`src/rtl/opcode_sequencer.sv`:
```
// Issue-side opcode sequencer: the opcode field of IF/ID. Expands CALL/RET/RTI into two
// micro-opcodes, injects the 11110/11111 interrupt pair and bubbles after redirects.
module opcode_sequencer #(
  parameter int unsigned FLUSH_CYCLES = 1
) (
  input  logic       clk,
  input  logic       rst,
  input  logic [4:0] fetchedOpCode,
  input  logic       fetchValid,
  input  logic       interrupt,
  input  logic       flush,
  output logic [4:0] opCode,
  output logic       makeMeBubble,
  output logic       pcHold,
  output logic       intAck
);

  localparam int unsigned CntW = $clog2(FLUSH_CYCLES + 1);
  localparam logic [CntW-1:0] CntInit = CntW'(FLUSH_CYCLES);
  localparam logic [CntW-1:0] CntOne  = CntW'(1);

  localparam logic [2:0] StPass  = 3'd0;
  localparam logic [2:0] StCall2 = 3'd1;
  localparam logic [2:0] StRet2  = 3'd2;
  localparam logic [2:0] StRti2  = 3'd3;
  localparam logic [2:0] StInt2  = 3'd4;
  localparam logic [2:0] StFlush = 3'd5;

  localparam logic [4:0] OpNop   = 5'b00000;
  localparam logic [4:0] OpCall  = 5'b11000;
  localparam logic [4:0] OpCall2 = 5'b11001;
  localparam logic [4:0] OpRet   = 5'b11010;
  localparam logic [4:0] OpRet2  = 5'b11011;
  localparam logic [4:0] OpRti   = 5'b11100;
  localparam logic [4:0] OpRti2  = 5'b11101;
  localparam logic [4:0] OpIntA  = 5'b11110;
  localparam logic [4:0] OpIntB  = 5'b11111;

  if (FLUSH_CYCLES < 1 || FLUSH_CYCLES > 3) begin : gBadFlushCycles
    $fatal(1, "opcode_sequencer: FLUSH_CYCLES must be in 1..3");
  end

  logic [2:0]      stateQ, stateD;
  logic [CntW-1:0] cntQ, cntD;
  logic            intPendingQ, intPendingD;
  logic [4:0]      opD;
  logic            bubD, ackD, takeInt;

  always_comb begin
    stateD  = stateQ;
    cntD    = cntQ;
    opD     = OpNop;
    bubD    = 1'b0;
    ackD    = 1'b0;
    pcHold  = 1'b1;
    takeInt = 1'b0;

    case (stateQ)
      StPass: begin
        pcHold = 1'b0;
        if (flush) begin
          bubD = 1'b1;
        end else if (intPendingQ) begin
          // Fetched word stays at the fetch output and is issued after the ISR returns.
          opD     = OpIntA;
          ackD    = 1'b1;
          pcHold  = 1'b1;
          takeInt = 1'b1;
          stateD  = StInt2;
        end else if (fetchValid) begin
          case (fetchedOpCode)
            OpCall: begin
              opD    = OpCall;
              stateD = StCall2;
            end
            OpRet: begin
              opD    = OpRet;
              stateD = StRet2;
            end
            OpRti: begin
              opD    = OpRti;
              stateD = StRti2;
            end
            OpCall2, OpRet2, OpRti2, OpIntA, OpIntB: opD = OpNop;
            default: opD = fetchedOpCode;
          endcase
        end
      end
      StCall2: begin
        opD    = OpCall2;
        stateD = StFlush;
        cntD   = CntInit;
      end
      StRet2: begin
        opD    = OpRet2;
        stateD = StFlush;
        cntD   = CntInit;
      end
      StRti2: begin
        opD    = OpRti2;
        stateD = StFlush;
        cntD   = CntInit;
      end
      StInt2: begin
        opD    = OpIntB;
        stateD = StFlush;
        cntD   = CntInit;
      end
      StFlush: begin
        bubD = 1'b1;
        if (cntQ <= CntOne) begin
          stateD = StPass;
          cntD   = '0;
        end else begin
          cntD = cntQ - CntOne;
        end
      end
      default: begin
        stateD = StPass;
        cntD   = '0;
      end
    endcase

    // A new request in the take cycle keeps the flag set.
    intPendingD = interrupt | (intPendingQ & ~takeInt);
  end

  always_ff @(posedge clk) begin
    if (rst) begin
      stateQ       <= StPass;
      cntQ         <= '0;
      intPendingQ  <= 1'b0;
      opCode       <= OpNop;
      makeMeBubble <= 1'b0;
      intAck       <= 1'b0;
    end else begin
      stateQ       <= stateD;
      cntQ         <= cntD;
      intPendingQ  <= intPendingD;
      opCode       <= opD;
      makeMeBubble <= bubD;
      intAck       <= ackD;
    end
  end

endmodule

```
`config.mk`:
```
export PLATFORM = sky130hd
export DESIGN_NAME = opcode_sequencer
export DESIGN_NICKNAME = d
export VERILOG_FILES = /design/src/rtl/opcode_sequencer.sv
export SDC_FILE = /design/constraint.sdc
export NUM_CORES = 1
export LEC_CHECK = 0
export BUFFER_PORTS_ARGS = -buffer_cell sky130_fd_sc_hd__buf_2
export CAP_MARGIN = 20
export CORE_AREA = 2 2 39 41
export DETAILED_ROUTE_END_ITERATION = 10
export DIE_AREA = 0 0 41 43
export PLACE_DENSITY = 0.62
export SYNTH_ARGS = -nofsm -noshare
export SYNTH_HDL_FRONTEND = slang
export SYNTH_SLANG_ARGS = --single-unit
```
`constraint.sdc`:
```
create_clock -name clk -period 1.8 [get_ports clk]
set_input_delay 0.18 -clock clk [delete_from_list [all_inputs] [get_ports clk]]
set_output_delay 0.18 -clock clk [all_outputs]
set_load 0.05 [all_outputs]
```
-- After elaboration in Yosys (flattened, before gate mapping)
Index checks and enable logic that the tools add are counted.
- add/sub/neg operators: 1
- magnitude comparators: 1
- equality and inequality tests: 17
- muxes and demuxes: 19
- bitwise gates (word level): 3
- reduce and logical (&&, ||, !) cells: 4
- operator list (kind ; number):
    5-bit equality test, second input constant ; 8
    5-bit one-hot mux with 5 select lines ; 1
    5-bit one-hot mux with 4 select lines ; 1
    3-bit one-hot mux with 3 select lines ; 2
    5-bit 2-to-1 mux ; 3
    3-bit 2-to-1 mux ; 4
    3-bit by 2-bit equality test with 1-bit output, second input constant ; 2
    3-bit equality test, second input constant ; 2
    1-bit 2-to-1 mux ; 6
    5-bit by 2-bit != test with 1-bit output, second input constant ; 1
    5-bit OR reduction ; 1
    2-bit != test, second input constant ; 2
    4-bit AND reduction ; 1
    4-bit OR reduction ; 1
    3-bit by 1-bit equality test with 1-bit output, second input constant ; 1
    3-bit zero test ; 1
    3-bit != test, second input constant ; 1
    1-bit one-hot mux with 3 select lines ; 1
    1-bit one-hot mux with 2 select lines ; 1
    1-bit AND ; 1
    1-bit less-or-equal comparator, second input constant ; 1
    1-bit inverter ; 1
    1-bit OR ; 1
    1-bit subtractor, second input constant ; 1
- bits in registers: 12
- input bits: 10
- output and inout bits: 8
- word-level logic and storage cells: 51

-- Logic depth before layout (Yosys ltp)
Gate-level depths: netlist (run 1).
- depth after elaboration: 7
- gate-level depth with buffers: 4
- gate-level depth less buffers: 3

-- Worst setup path before layout (run 1)
No wires, ideal clock.
- kind: reg-to-output
- from: register stateQ[2]
- to: output pcHold
- arrival: 1243 ps
- required time: 1620 ps
- setup slack: 377 ps
- stages on the path, launching flop included: 4
- buffers on the path: 1
- path through: dfxtp_1 buf_6 nor3_1 nand2_1
- longest elaborated chain between the ends: 2
- RTL lines (what ; RTL line ; text):
    start, declared ; 43 ; logic [2:0] stateQ, stateD;
    start signal, assigned ; 130 ; stateQ <= StPass;
    start signal, assigned ; 137 ; stateQ <= stateD;
    3-bit zero test ; 58 ; case (stateQ)
    1-bit 2-to-1 mux ; 58 ;
    end, declared ; 14 ; output logic pcHold,
No other way between the ends.

-- Final worst setup path (run 1)
- from: register stateQ[0]
- to: register opCode[2]
- longest elaborated chain between the ends: 2
- elaborated cells on any way between the ends: 6
- those cells by class: eq/ne (4); mux (1); reduce/logical (1)
- RTL lines (what ; RTL line ; text):
    3-bit equality test (tied with other cells) ; 58 ;
    5-bit one-hot mux with 5 select lines * ; 58 ;
    end signal, assigned ; 133 ; opCode <= OpNop;
    end signal, assigned ; 140 ; opCode <= opD;
    end, declared ; 12 ; output logic [4:0] opCode,
Mark *: on every way between the ends. The rest lies on a longest branch, timed or not.
A chain may end at the register's enable or synchronous reset.

==> results of run 1 <==
==> synthesized netlist by cell type (all sizes together) (2+ instances only) <==
cell	count	area (um^2)
dfxtp	11	220
a21oi	9	45.0
nor2	3	11.3
nor3	3	15.0
a31oi	2	12.5
inv	2	7.51
nand2	2	7.51
nand2b	2	12.5
o2111ai	2	17.5
o211ai	2	15.0
or3	2	13.8
or3b	2	17.5
or4	2	15.0
==> critical path, stage by stage (launching register included) <==
cell	delay, ns
dfxtp_1	0.37
or4_1	0.56
or3b_1	0.38
o22ai_2	0.10
==> per-stage QoR <==
stage               area, um^2  utilization [%]  hold slack, ns  cells
floorplan                  497                -           0.252     54
global placement           598             43.2           0.411     87
detailed placement         598             43.2           0.415     87
CTS                        624             45.1           0.139     91
global route               624             45.1           0.158     91
finish                     624             45.1           0.140     91
==> layer usage <==
layer	vias up	share of wire (%)	GRT usage [%]	wire length, um
li1	247	-	-	-
met1	223	43	19.5	461
met2	21	51	22.5	546
met3	3	4.6	4.71	50
met4	0	2.1	10.0	23
met5	-	0	0	0
==> sequential cells by signal (all words and copies together), names as in the netlist <==
name	flops
makeMeBubble	1
intPendingQ	1
stateQ	3
intAck	1
opCode	5
==> how the worst max path moves through the flow <==
stage / to / start / slack (ns)
after global routing: pcHold / stateQ[2]$_SDFFE_PP0P_ / 0.27
after CTS: opCode[2]$_SDFF_PP0_ / stateQ[0]$_SDFFE_PP0P_ / 0.32
final: opCode[2]$_SDFF_PP0_ / stateQ[0]$_SDFFE_PP0P_ / 0.31
after floorplan: pcHold / stateQ[2]$_SDFFE_PP0P_ / 0.38
after global placement: opCode[2]$_SDFF_PP0_ / stateQ[0]$_SDFFE_PP0P_ / 0.39
after detailed placement: opCode[2]$_SDFF_PP0_ / stateQ[0]$_SDFFE_PP0P_ / 0.35
==> kinds of logic after synthesis <==
logic type	after synthesis	synth area share [%]
AOI/OAI and AO/OA	19	25.7
xor gates and xnor gates	1	1.76
buffers and inverters	3	3.78
DFF	11	44.3
and+or+nand+nor	20	24.4
==> cell usage in the layout (no fill, tap or decap) <==
cell type	n
o2111ai_1	2
o211ai_1	2
a21bo_2	1
a31oi_1	2
nand2b_1	2
clkbuf_1	1
nand2_1	2
buf_2	17
nor3_1	3
nor4_1	1
clkbuf_4	3
a211o_2	1
a21oi_1	9
o21ai_0	1
or3_1	1
nand4b_1	1
inv_1	2
or4_1	2
or3_2	1
nor3b_1	1
nor2_1	3
nor2b_1	1
buf_4	1
dfxtp_1	11
o22ai_2	1
or3b_1	2
xnor2_1	1
==> cell type report <==
class	count	area share (%)
repair buffers	18	14.8
multi-input cells	40	41.3
inverters	2	1.20
clock buffers	4	4.21
well taps	16	3.21
flip-flops and latches	11	35.3
==> report_power, final <==
group,switching (mW),total [mW],internal (mW)
registers,0.0177,0.289,0.271
logic,0.149,0.217,0.0685
clock network,0.0853,0.171,0.0859
total,0.252,0.677,0.425
==> flow_summary.json, run 1 <==
{
  "hp-start": "interrupt",
  "track_usage_pct": 15.7,
  "dr.pass1.iters": 4,
  "holdPathEnd": "intPendingQ$_SDFF_PP0_",
  "ys.flop_type": "dfxtp_1",
  "ys_seq_elements": 11,
  "diodes": 0,
  "setup-violations-final": 0,
  "slew_violations": 0,
  "cts_buffer_depth": 2,
  "synthArstFlopShare_pct": 0,
  "critPathArrivalTime_ns": 1.69,
  "synth_nets": 64,
  "synth_edf_count": 0,
  "yosysWarnings": 0,
  "dp_slack_ns": 0.350,
  "multi_input_area_um2": 258,
  "start_util_pct": 35.9,
  "grt_antenna_before_repair": 0,
  "nNetsFinal": 86,
  "syn_area_per_cell_um2": 9.20,
  "timing.final.crit_share_pct": 82.5,
  "grt_max_degree": 10,
  "grt-ovfl-total": 0,
  "fmax_mhz": 673,
  "grt_first_pass_wirelength_um": 1810,
  "vias_per_cell": 5.43,
  "final.setup_skew_ns": 0.00225,
  "cts_max_level": 1,
  "grt_pass1_vias": 437,
  "num_vias": 494,
  "r2r_end": "opCode[2]$_SDFF_PP0_",
  "area_growth_pct": 25.7,
  "tns_ns": 0,
  "critPathKind": "reg -> reg",
  "cp_data_required_time_ns": 2.00,
  "clk_pin_slew_ns": 0.07,
  "clkSinkCount": 11,
  "rsz0062_at_grt": "no",
  "slew_headroom_pct": 80.6,
  "total_power_mw": 0.677,
  "place_congestion": 0.685,
  "setup_ws_ns": 0.315,
  "portBuffers": 17,
  "fin_crit_ns": 1.49,
  "netlist_area_um2": 497,
  "synth_seq_area_share_pct": 44.3,
  "finalHoldViolations": 0,
  "critPathMaxFanout": 8,
  "timing.rr.start": "stateQ[0]$_SDFFE_PP0P_",
  "rrSetupSlack_ns": 0.31,
  "ir_worst_vdd_uv": 342,
  "die_height_um": 43,
  "ant_nets": 0,
  "clk_root_buffer_cell": "clkbuf_4",
  "maxCapViolCount": 0,
  "dp_hpwl_um": 847,
  "min_path_type": "in -> reg",
  "die_x_um": 41,
  "status": "complete, no violations",
  "cts_inserted_buffers": 3,
  "register_area_um2": 220,
  "post-cts-setup-buffers": 0,
  "cts_tree": "built",
  "power_density_nw_per_um2": 1080,
  "reg2regPathDepth": 3,
  "holdPathStages": 3,
  "drt_iter0_drc": 11,
  "dieArea_um2": 1760,
  "synth_cell_type_count": 24,
  "startpoint_type": "flip-flop",
  "wl_per_cell_um": 11.9,
  "fill_cells": 143,
  "postCtsHoldBufs": 0,
  "wl_um": 1080,
  "num_io_pins": 18,
  "end_kind": "flip-flop",
  "drcViolationCount": 0,
  "worst_slew_pin_slew_ns": 0.287,
  "synthCells": 54,
  "fp.coreArea_um2": 1380,
  "cts-resized-gates": 0,
  "leakagePower_nw": 0.270,
  "rows": 14,
  "insertion_delay_ns": 0.27,
  "layout-drive-gt1-share_pct": 33.3
}
No activity file was read; power rests on OpenSTA's default activity.
==> inputs of run 2 (changes only) <==
==> constraint.sdc (replaced) <==
create_clock -name clk -period 1.4 [get_ports clk]
set_input_delay 0.14 -clock clk [delete_from_list [all_inputs] [get_ports clk]]
set_output_delay 0.14 -clock clk [all_outputs]
set_load 0.05 [all_outputs]
==> run 2 against run 1 <==
Compared with the run above: combinational power up 54%; utilization up 4.3 points; critical path depth unchanged; hold slack worse by 0.045 ns; clock power up 26%; first-iteration DRC count down 9.1%; final cell count up 4.4%; wire length up 4.3%; via count up 3.0%; power up 34%; fmax up 7.3%.
==> flow_summary.json, run 2 (same netlist as run 1, synthesis figures left out) <==
{
  "drt_iter0_drc": 10,
  "dp.cells": 91,
  "worst_slew_pin_slew_ns": 0.284,
  "clk_root_buffer_cell": "clkbuf_4",
  "largest_register_ff_count": 5,
  "top_register": "opCode",
  "most-common-layout-cells": "16 x buf_2, 10 x dfxtp_1, 9 x a21oi_1",
  "final_common_cell": "buf_2",
  "num_io_pins": 18,
  "cts_max_level": 1,
  "crit_slowest_cell": "or4_4",
  "ant_nets": 0,
  "fp.coreArea_um2": 1380,
  "wl_per_cell_um": 11.9,
  "tns_ns": 0,
  "slew_violations": 0,
  "min_path_type": "in -> reg",
  "dr.pass1.iters": 4,
  "power_density_nw_per_um2": 1330,
  "finalHoldViolations": 0,
  "vias_per_cell": 5.36,
  "portBuffers": 17,
  "ir_worst_vdd_uv": 539,
  "rsz0062_at_grt": "yes",
  "track_usage_pct": 16.3,
  "status": "complete, no violations",
  "critPathKind": "reg -> reg",
  "grt_max_degree": 9,
  "end_kind": "flip-flop",
  "slew_headroom_pct": 80.9,
  "die_x_um": 41,
  "maxCapViolCount": 0,
  "final_core_util_pct": 49.5,
  "layoutNonFillerInstCount": 95,
  "final.setup_skew_ns": 0.00530,
  "drcViolationCount": 0,
  "dieArea_um2": 1760,
  "startpoint_type": "flip-flop",
  "rows": 14,
  "timing.final.crit_share_pct": 98.9,
  "grt_pass1_vias": 487,
  "die_height_um": 43,
  "diodes": 0,
  "crit_chain": "or4_4 > or3b_1 > o22ai_2",
  "area_growth_pct": 37.8,
  "top_regs": "opCode: 5 flops, stateQ: 3 flops",
  "max_stage_delay_ns": 0.53,
  "place_congestion": 0.715,
  "setup-violations-final": 0,
  "critPathArrivalTime_ns": 1.58,
  "cp_data_required_time_ns": 1.60,
  "layout-drive-gt1-share_pct": 40.5,
  "cp_top_family": "simple AND/OR/NAND/NOR gates",
  "grt_antenna_before_repair": 0,
  "worst-path-buf-inv": 0,
  "insertion_delay_ns": 0.27,
  "nNetsFinal": 90,
  "postCtsHoldBufs": 0,
  "wl_um": 1130,
  "num_vias": 509,
  "cts_buffer_depth": 2,
  "start_util_pct": 35.9,
  "critPathMaxFanout": 2,
  "fmax_mhz": 722,
  "placedInstanceArea_um2": 628,
  "dp_hpwl_um": 840,
  "cts_inserted_buffers": 3,
  "final_cell_area_um2": 684,
  "grt-ovfl-total": 0,
  "grt_first_pass_wirelength_um": 1960,
  "clkSinkCount": 11,
  "cts_tree": "built",
  "clk_pin_slew_ns": 0.07,
  "fin_crit_ns": 1.38,
  "total_power_mw": 0.910,
  "leakagePower_nw": 0.300
}
## run 2: worst min-delay path, delay by kind of cell
family	cells	cell delay [ns]
AOI/OAI and AO/OA	1	0.03
and+or+nand+nor	1	0.08
buffers and inverters	1	0.08
## run 2: where the power goes
part | leakage (nW) | switching (mW) | internal (mW)
logic | 0.194 | 0.214 | 0.120
registers | 0.0913 | 0.0113 | 0.348
clock network | 0.0150 | 0.106 | 0.110
## run 2: metrics by stage
step	worst slack, ns	hold slack [ns]
finish	0.0155	0.0947
global route	-0.0189	0.113
CTS	0.00606	0.103
detailed placement	0.0262	0.369
global placement	0.0624	0.379
floorplan	0.00671	0.212
## run 2: routing by layer
metal  global-route usage [%]  wire length, um  vias to the layer above  share of wire, %
li1                         -                -                      260                 -
met1                     22.4              533                      229                47
met2                     23.4              515                       17                46
met3                     3.14               60                        3               5.3
met4                     8.00               19                        0               1.7
met5                        0                0                        -                 0
## run 2: cell type report
| cell class | count | area (um^2) |
|---|---|---|
| fill | 139 | 699 |
| multi-input combinational | 40 | 273 |
| sequential | 11 | 221 |
| timing repair buffer | 22 | 136 |
| clock buffer | 4 | 26.3 |
| tap | 16 | 20.0 |
| inverter | 2 | 7.51 |
## run 2: repair_timing
item                       in CTS  in global routing
setup endpoints to repair       1                  2
buffers inserted                1                  0
gates resized for setup         3                  5
pin swaps                       0                  1
## run 2: worst paths after layout
path / to / slack (ns) / depth (start not counted) / start
hold / removal: intPendingQ$_SDFF_PP0_ / 0.09 / 3 / interrupt
setup / recovery: opCode[2]$_SDFF_PP0_ / 0.02 / 3 / stateQ[0]$_SDFFE_PP0P_
hold reg to reg: makeMeBubble$_SDFF_PP0_ / 0.56 / 2 / stateQ[1]$_SDFFE_PP0P_
setup reg to reg: opCode[2]$_SDFF_PP0_ / 0.02 / 3 / stateQ[0]$_SDFFE_PP0P_
